[src/rtl/seg7_scan_driver.sv]
// Time-multiplexed common-anode 7-segment driver: scans NUM_DIGITS digits over a
// shared active-low segment bus, with a blanking gap before each digit.
module seg7_scan_driver #(
    parameter int unsigned NUM_DIGITS = 4,
    parameter int unsigned DRIVE_CYC  = 100000,
    parameter int unsigned BLANK_CYC  = 1000
) (
    input  logic                    clk,
    input  logic                    rst_n,
    input  logic [4*NUM_DIGITS-1:0] value,
    input  logic [NUM_DIGITS-1:0]   dp,
    input  logic [NUM_DIGITS-1:0]   digit_en,
    input  logic                    load,
    output logic [NUM_DIGITS-1:0]   an,
    output logic [6:0]              seg,
    output logic                    dp_n,
    output logic                    frame_done
);

    localparam int unsigned CMAX = (DRIVE_CYC > BLANK_CYC) ? DRIVE_CYC : BLANK_CYC;
    localparam int unsigned CW   = ($clog2(CMAX) < 1) ? 1 : $clog2(CMAX);
    localparam int unsigned IW   = $clog2(NUM_DIGITS);

    typedef enum logic {BLANK, DRIVE} state_t;

    state_t                  state, state_nx;
    logic [CW-1:0]           cnt, cnt_nx;
    logic [IW-1:0]           idx, idx_nx;
    logic                    boundary;

    logic [4*NUM_DIGITS-1:0] stg_value, stg_value_nx;
    logic [NUM_DIGITS-1:0]   stg_dp, stg_dp_nx;
    logic [NUM_DIGITS-1:0]   stg_en, stg_en_nx;
    logic                    pending, pending_nx;

    logic [4*NUM_DIGITS-1:0] sh_value, sh_value_nx;
    logic [NUM_DIGITS-1:0]   sh_dp, sh_dp_nx;
    logic [NUM_DIGITS-1:0]   sh_en, sh_en_nx;

    logic [NUM_DIGITS-1:0]   an_nx;
    logic [6:0]              seg_nx;
    logic                    dp_n_nx;
    logic [3:0]              nibble;

    function automatic logic [6:0] hex7(input logic [3:0] h);
        logic [6:0] s;
        case (h)
            4'h0: s = 7'b1000000;
            4'h1: s = 7'b1111001;
            4'h2: s = 7'b0100100;
            4'h3: s = 7'b0110000;
            4'h4: s = 7'b0011001;
            4'h5: s = 7'b0010010;
            4'h6: s = 7'b0000010;
            4'h7: s = 7'b1111000;
            4'h8: s = 7'b0000000;
            4'h9: s = 7'b0010000;
            4'hA: s = 7'b0001000;
            4'hB: s = 7'b0000011;
            4'hC: s = 7'b1000110;
            4'hD: s = 7'b0100001;
            4'hE: s = 7'b0000110;
            default: s = 7'b0001110;
        endcase
        return s;
    endfunction

    always_comb begin
        state_nx = state;
        cnt_nx   = cnt + CW'(1);
        idx_nx   = idx;
        boundary = 1'b0;
        case (state)
            BLANK: begin
                if (cnt == CW'(BLANK_CYC - 1)) begin
                    state_nx = DRIVE;
                    cnt_nx   = '0;
                end
            end
            default: begin
                if (cnt == CW'(DRIVE_CYC - 1)) begin
                    state_nx = BLANK;
                    cnt_nx   = '0;
                    if (idx == IW'(NUM_DIGITS - 1)) begin
                        idx_nx   = '0;
                        boundary = 1'b1;
                    end else begin
                        idx_nx = idx + IW'(1);
                    end
                end
            end
        endcase

        stg_value_nx = load ? value    : stg_value;
        stg_dp_nx    = load ? dp       : stg_dp;
        stg_en_nx    = load ? digit_en : stg_en;

        // A load coinciding with the frame boundary bypasses staging straight into
        // the shadow, so nothing is left pending.
        sh_value_nx = sh_value;
        sh_dp_nx    = sh_dp;
        sh_en_nx    = sh_en;
        pending_nx  = pending;
        if (boundary) begin
            pending_nx = 1'b0;
            if (load) begin
                sh_value_nx = value;
                sh_dp_nx    = dp;
                sh_en_nx    = digit_en;
            end else if (pending) begin
                sh_value_nx = stg_value;
                sh_dp_nx    = stg_dp;
                sh_en_nx    = stg_en;
            end
        end else if (load) begin
            pending_nx = 1'b1;
        end

        nibble  = sh_value_nx[{idx_nx, 2'b00} +: 4];
        an_nx   = '1;
        seg_nx  = 7'h7F;
        dp_n_nx = 1'b1;
        if (state_nx == DRIVE && sh_en_nx[idx_nx]) begin
            an_nx[idx_nx] = 1'b0;
            seg_nx        = hex7(nibble);
            dp_n_nx       = ~sh_dp_nx[idx_nx];
        end
    end

    always_ff @(posedge clk or negedge rst_n) begin
        if (!rst_n) begin
            state      <= BLANK;
            cnt        <= '0;
            idx        <= '0;
            stg_value  <= '0;
            stg_dp     <= '0;
            stg_en     <= '0;
            pending    <= 1'b0;
            sh_value   <= '0;
            sh_dp      <= '0;
            sh_en      <= '0;
            an         <= '1;
            seg        <= 7'h7F;
            dp_n       <= 1'b1;
            frame_done <= 1'b0;
        end else begin
            state      <= state_nx;
            cnt        <= cnt_nx;
            idx        <= idx_nx;
            stg_value  <= stg_value_nx;
            stg_dp     <= stg_dp_nx;
            stg_en     <= stg_en_nx;
            pending    <= pending_nx;
            sh_value   <= sh_value_nx;
            sh_dp      <= sh_dp_nx;
            sh_en      <= sh_en_nx;
            an         <= an_nx;
            seg        <= seg_nx;
            dp_n       <= dp_n_nx;
            frame_done <= boundary;
        end
    end

endmodule

[config.mk]
export PLATFORM = sky130hd
export DESIGN_NAME = seg7_scan_driver
export DESIGN_NICKNAME = d
export VERILOG_FILES = /design/src/rtl/seg7_scan_driver.sv
export SDC_FILE = /design/constraint.sdc
export NUM_CORES = 1
export LEC_CHECK = 0
export ABC_AREA = 1
export CORE_MARGIN = 5
export CORE_UTILIZATION = 35
export DETAILED_ROUTE_END_ITERATION = 8
export GPL_ROUTABILITY_DRIVEN = 0
export HOLD_SLACK_MARGIN = 0.15
export RECOVER_POWER = 50
export SLEW_MARGIN = 0
export SYNTH_ARGS = -nofsm -noshare
export SYNTH_HDL_FRONTEND = slang
export SYNTH_SLANG_ARGS = --single-unit
[constraint.sdc]
create_clock -name clk -period 2.97 [get_ports clk]
set_clock_uncertainty 0.2 [all_clocks]
set_input_delay 0.594 -clock clk [delete_from_list [all_inputs] [get_ports clk]]
set_output_delay 0.594 -clock clk [all_outputs]
set_load 0.05 [all_outputs]
Word level (Yosys, flattened, before mapping)
Memories as Yosys holds them, arrays and structs flattened.
Index checks and enable logic that the tools add are counted.
Widths: inputs -> output; s select.

storage, ports and cells
  logic and storage cells = 60
  memories = 1
  flip-flop bits (word level) = 82
  output and inout bits = 13
  ROM bits = 112

cells by class
  add/sub/neg operators = 2
  bitwise logic cells = 2
  shifts and indexed selects = 1
  order comparisons = 2
  muxes and demuxes = 32
  equality and inequality tests = 3
  reductions and logical operators = 3

memory list
  memory           words  width  rd ports  clocked after memory_dff  write ports  RTL line  source
  (no name shown)  16     7      1         0                         0            47        case (h)

operators by type and width
  operator               count
  $mux 17                3
  $mux 16                3
  $mux 4                 7
  $add 17x1->17 const B  1
  $eq 17x10->1 const B   1
  $eq 17x17->1 const B   1
  $shiftx 16x5->4        1
  $mux 1                 12
  $mux 7                 1
  $mux 2                 3
  $bmux 1 s2             2
  $not 4->4              1
  $lt 2x3->1 const B     1
  $add 2x1->2 const B    1
  $demux 1 s2            1
  $eq 2x2->1 const B     1
  $ge 2x1->1 const B     1
  $logic_and 1x1->1      2
  $reduce_bool 2->1      1
  $not 1->1              1

Depth between registers and ports, before layout
  word-level depth = 10
  depth in mapped cells = 18
  gate-level depth less buffers = 18

Worst setup path before layout
No wires, ideal clock.

  kind = input to register
  start = in load
  end = reg seg[1]
  stages = 16
  setup slack = 0.429 ns
  arrival time = 2.266 ns
  required time = 2.694 ns
  path through = buf_2 -> clkinv_1 -> buf_2 -> a21oi_1 -> o21a_1 -> nand2_1 -> o21ai_1 -> nor2_1 -> nor2_1 -> nand2_1 -> inv_2 -> ha_1 -> nand3_2 -> nand2_1 -> inv_1 -> nand2_1

between the ends
  word-level cells in the longest chain between the ends = 6
  elaborated cells between the ends (all ways) = 10
  those cells by class = shift (1); mux (7); reduce/logical (1); memory (1)

ends and longest elaborated chain
  element                                                               RTL line  source
  start, declared                                                       13        input logic load,
  parallel branches: the longest is 5 deep, another holds $mem_v2 16x7  -
  $mux 7 (*)                                                            123       if (state_nx == DRIVE && sh_en_nx[idx_nx]) begin
  named net seg_nx[1]                                                   41        logic [6:0] seg_nx;
  end signal, assigned                                                  158       seg <= seg_nx;
  end, declared                                                         15        output logic [6:0] seg,

Mark *: on every way through the listed nets, which the timed path passes. The select of a mux whose other input is x is not followed.
A chain may end at the register's enable or synchronous reset.

Worst setup path in the final report
  start = reg cnt[0]
  end = reg seg[1]

between the ends
  word-level cells in the longest chain between the ends = 8
  elaborated cells between the ends (all ways) = 17
  those cells by class = eq/ne (2); shift (1); mux (12); reduce/logical (1); memory (1)

ends and longest elaborated chain
  element                                                               RTL line  source
  start, declared                                                       27        logic [CW-1:0] cnt, cnt_nx;
  start signal, assigned                                                148       cnt <= cnt_nx;
  parallel branches: the longest is 7 deep, another holds $mem_v2 16x7  -
  $mux 7 (*)                                                            123
  named net seg_nx[1]                                                   41

Marks and branches as above.

==> run_results.csv <==
group,metric,value,unit
worst_setup_path,kind_of_start_point_of_the_critical_path,"flip-flop",
worst_setup_path,cp_max_fo,12,
pwr,power.share.sequential,45.0,%
pwr,p_sw_share,21.0,%
cts,cts_tree,"done",
detailed_routing,detail_route.drc_violations,0,
timing,worst_slew_margin_rel,31.7,%
yosys,synth_fp_nets,614,
yosys,ys_warn_count,0,
worst_setup_path,worst_case_reg_to_reg_path_depth,17,
pwr,ir_drop,0.000274,V
yosys,main_combinational_cell_family_by_area_after_synthesis,"simple AND/OR/NAND/NOR gates",
timing,timing_hold_violations_final,0,
global_routing,global_route_wire_length_before_repair,18.2,mm
cts,clock-root-buffer,"clkbuf_16",
worst_setup_path,r2r_slack,230,ps
cts,clock_path_buffers,2,
timing,tightest_slew,1020,ps
run_status,status,"completed",
worst_setup_path,critical_path_arrival,2810,ps
cells_and_area,final_common_cell,"nand2_1",
cts,tritoncts_num_sinks,82,
cts,clkLatencyLatePin,340,ps
detailed_routing,routedWlPerCell,12.8,um
detailed_routing,finalWirelength,10.5,mm
yosys,dominantRegCellSynth,"dfrtp_1",
cells_and_area,post_route_cells_drive_above_1_share,15.1,%
yosys,synth_compound_area_share,6.51,%
floorplanning,core_region_area,0.0125,mm2
yosys,post_synth_num_cell_types,35,
hold_path,holdCritPathClass,"reg -> reg",
global_routing,first_global_vias,3917,
yosys,synth_edf_count,0,
floorplanning,die_width,122,um
detailed_routing,avgViaCountPerCell,4.62,
floorplanning,die_h,122,um
pwr,total_switching_power,0.000542,W
floorplanning,dieArea,0.0149,mm2
cells_and_area,layout-area-overhead-vs-synth,25.7,%
pwr,cellPowerDensity,466,mW/mm2
cells_and_area,final-instance-count-excl-fill,822,
worst_setup_path,crit-reg2reg-capture,"seg[1]$_DFF_PN1_",
detailed_routing,detailedRoute.firstPassIterationCount,4,
floorplanning,ios,40,
global_routing,grt_antenna_before_repair,0,
cells_and_area,antenna-diode-count,0,
worst_setup_path,timing.rr.start,"cnt[0]$_DFF_PN0_",
yosys,fraction_of_the_mapped_netlist_area_in_simple_logic_gates,34.6,%
global_routing,grt_overflow,0,
cts,cts.htree.levels,3,
detailed_routing,vias,3798,
timing,drv_slew,0,
timing,timing.final.crit_period,2740,ps
cells_and_area,fillCellCount,1243,
yosys,syn-cell-area,0.00440,mm2
timing,fin_hold_ws,270,ps
floorplanning,initial_core_util,35.3,%
worst_setup_path,cp-endpoint,"seg[1]$_DFF_PN1_",
pwr,combPwrFrac,6.0,%
pwr,cell_internal_pwr,0.00204,W
yosys,seq_area_frac_synth,46.9,%
global_routing,grt.total_usage,15.3,%
yosys,synth_area_leader_cell,"dfrtp_1",
worst_setup_path,cp-startpoint,"cnt[0]$_DFF_PN0_",
cts,cts.clk_slew.worst_paths,60,ps
yosys,yosys.area_share.xor_xnor,1.39,%
pwr,power_frac_clock,49.0,%
worst_setup_path,timing.critical_path.to_type,"flip-flop",
timing,post-route-worst-setup-slack,229,ps
global_routing,grt_max_degree,43,
detailed_routing,drt.antenna.violating_nets,0,
yosys,async_flop_share,100,%
yosys,synth_area_per_cell,7.60,um2
cells_and_area,final_cell_mix,"nand2_1 (210), dfrtp_1 (70), nor2_1 (62), inv_1 (62), clkdlybuf4s50_1 (38)",
detailed_routing,first_drt_iteration_drcs,329,
cts,numCtsBuffers,9,
cells_and_area,finalNetCount,680,
flow_run,maxCapViolations,0,
pwr,lkg_pwr,2.72,nW
timing,setup_viol,0,
yosys,yosysTopAreaCellShare,39.8,%
yosys,postSynthRegisterBits,82,
timing,grt_setup_unrepaired,"false",
placement,detailedPlacementHpwl,7.70,mm
timing,timing.fmax,0.365,GHz
placement,pre_cts_ws,-99.8,ps
floorplanning,std_cell_rows,41,
worst_setup_path,criticalPathCategory,"reg -> reg",
yosys,muxShareOfSynthArea,0.682,%
worst_setup_path,crit_required,3040,ps
yosys,post_synth_main_area_contributors,"dfrtp_1 (40%), nand2_1 (18%), dfstp_2 (7.2%)",
pwr,power,0.00258,W
placement,place.port_buffers,39,
placement,placed_cell_count,802,
timing,post-route-period-util,92.3,%
yosys,post_synth_fa_ha_maj_area_fraction,2.27,%
yosys,synth_cells,579,
## layer usage
metal	global-route usage, %	vias up	wire length (um)
met5	0	-	0
met2	24.0	93	4710
met3	3.06	19	542
met1	20.6	1754	5050
met4	6.37	0	222
li1	-	1932	-
## cells by family (layout without fill, tap and decap cells)
kind of cell	count (synthesis)	count (layout)
flip-flops	82	82
multiplexers	3	3
AND/OR/NAND/NOR	347	347
adder cells (fa/ha/maj)	8	8
AO/OA/AOI/OAI	49	49
buffers and inverters	83	154
XOR/XNOR	7	7
## final cells by class
type	count	area (um2)	area share (%)
Sequential cell	82	2070	37.4
Multi-Input combinational cell	414	2020	36.6
Timing Repair Buffer	69	626	11.3
Inverter	69	267	4.82
Clock buffer	10	229	4.14
Tap cell	172	215	3.89
Clock inverter	6	105	1.90
## sequential cells by signal, indices dropped and copies added, names as in the netlist
name	count
dp_n	1
sh_dp	4
sh_value	16
frame_done	1
stg_value	16
an	4
cnt	17
stg_en	4
seg	7
stg_dp	4
pending	1
idx	2
sh_en	4
state	1
## critical path, cell delays in order, from the launching register on
cell	delay (ps)
dfrtp_1	370
ha_2	230
nand3_2	130
nor2_4	170
nand4_4	150
nor2_4	160
buf_12	140
nand2_1	50
o21ai_1	150
nor2_1	70
nor2_1	100
nand2_1	130
inv_2	130
ha_1	260
nand3_2	80
nand2_1	50
inv_1	60
nand2_1	40
## repair_timing
action / CTS / global route
buffers inserted: 0 / 3
hold buffers: 1 / 0
hold endpoints to repair: 28 / 0
gates resized for setup: 0 / 9
endpoints found under the setup margin: 0 / 7
## how the worst min path moves through the flow
stage / end / cells past startpoint / from
floorplan: cnt[0]$_DFF_PN0_ / 0 / rst_n
global route: cnt[0]$_DFF_PN0_ / 1 / cnt[0]$_DFF_PN0_
CTS: cnt[0]$_DFF_PN0_ / 1 / cnt[0]$_DFF_PN0_
finish: stg_value[14]$_DFFE_PN0P_ / 2 / stg_value[14]$_DFFE_PN0P_
global placement: cnt[0]$_DFF_PN0_ / 1 / cnt[0]$_DFF_PN0_
detailed placement: stg_value[14]$_DFFE_PN0P_ / 2 / stg_value[14]$_DFFE_PN0P_
## through the flow
| stage | util, % | area, um2 | setup TNS [ps] |
|---|---|---|---|
| global route | 44.4 | 5530 | 0 |
| floorplan | - | 4400 | 0 |
| global placement | 41.2 | 5140 | -89.3 |
| finish | 44.4 | 5530 | 0 |
| CTS | 44.0 | 5480 | 0 |
| detailed placement | 41.2 | 5140 | -452 |
## synth_stat cells, types with 2 or more instances
cell type	instances
inv_1	62
ha_1	8
xnor2_1	2
a21oi_1	8
a21boi_0	5
nor2_4	5
nand2_2	8
nand3_1	20
nor2_1	62
dfstp_2	12
o21ai_0	13
buf_6	2
buf_1	3
nand3_2	5
nand2_1	211
nor3_1	8
inv_2	6
xor2_1	5
mux2i_1	3
buf_2	7
nor2_2	11
nor4_1	4
dfrtp_1	70
o21ai_1	12
nand4_1	7
clkbuf_1	2
o21a_1	9
and2_1	2
## power by group through the flow
stage | registers (W) | logic (W) | clock network [W]
after floorplan | 0.00118 | 0.0000712 | 0
after global placement | 0.00118 | 0.000155 | 0
after detailed placement | 0.00118 | 0.000158 | 0
after CTS | 0.00116 | 0.000160 | 0.00129
after global routing | 0.00116 | 0.000178 | 0.00132
final | 0.00116 | 0.000154 | 0.00126
Note: power is estimated with default switching activity, not from simulation.
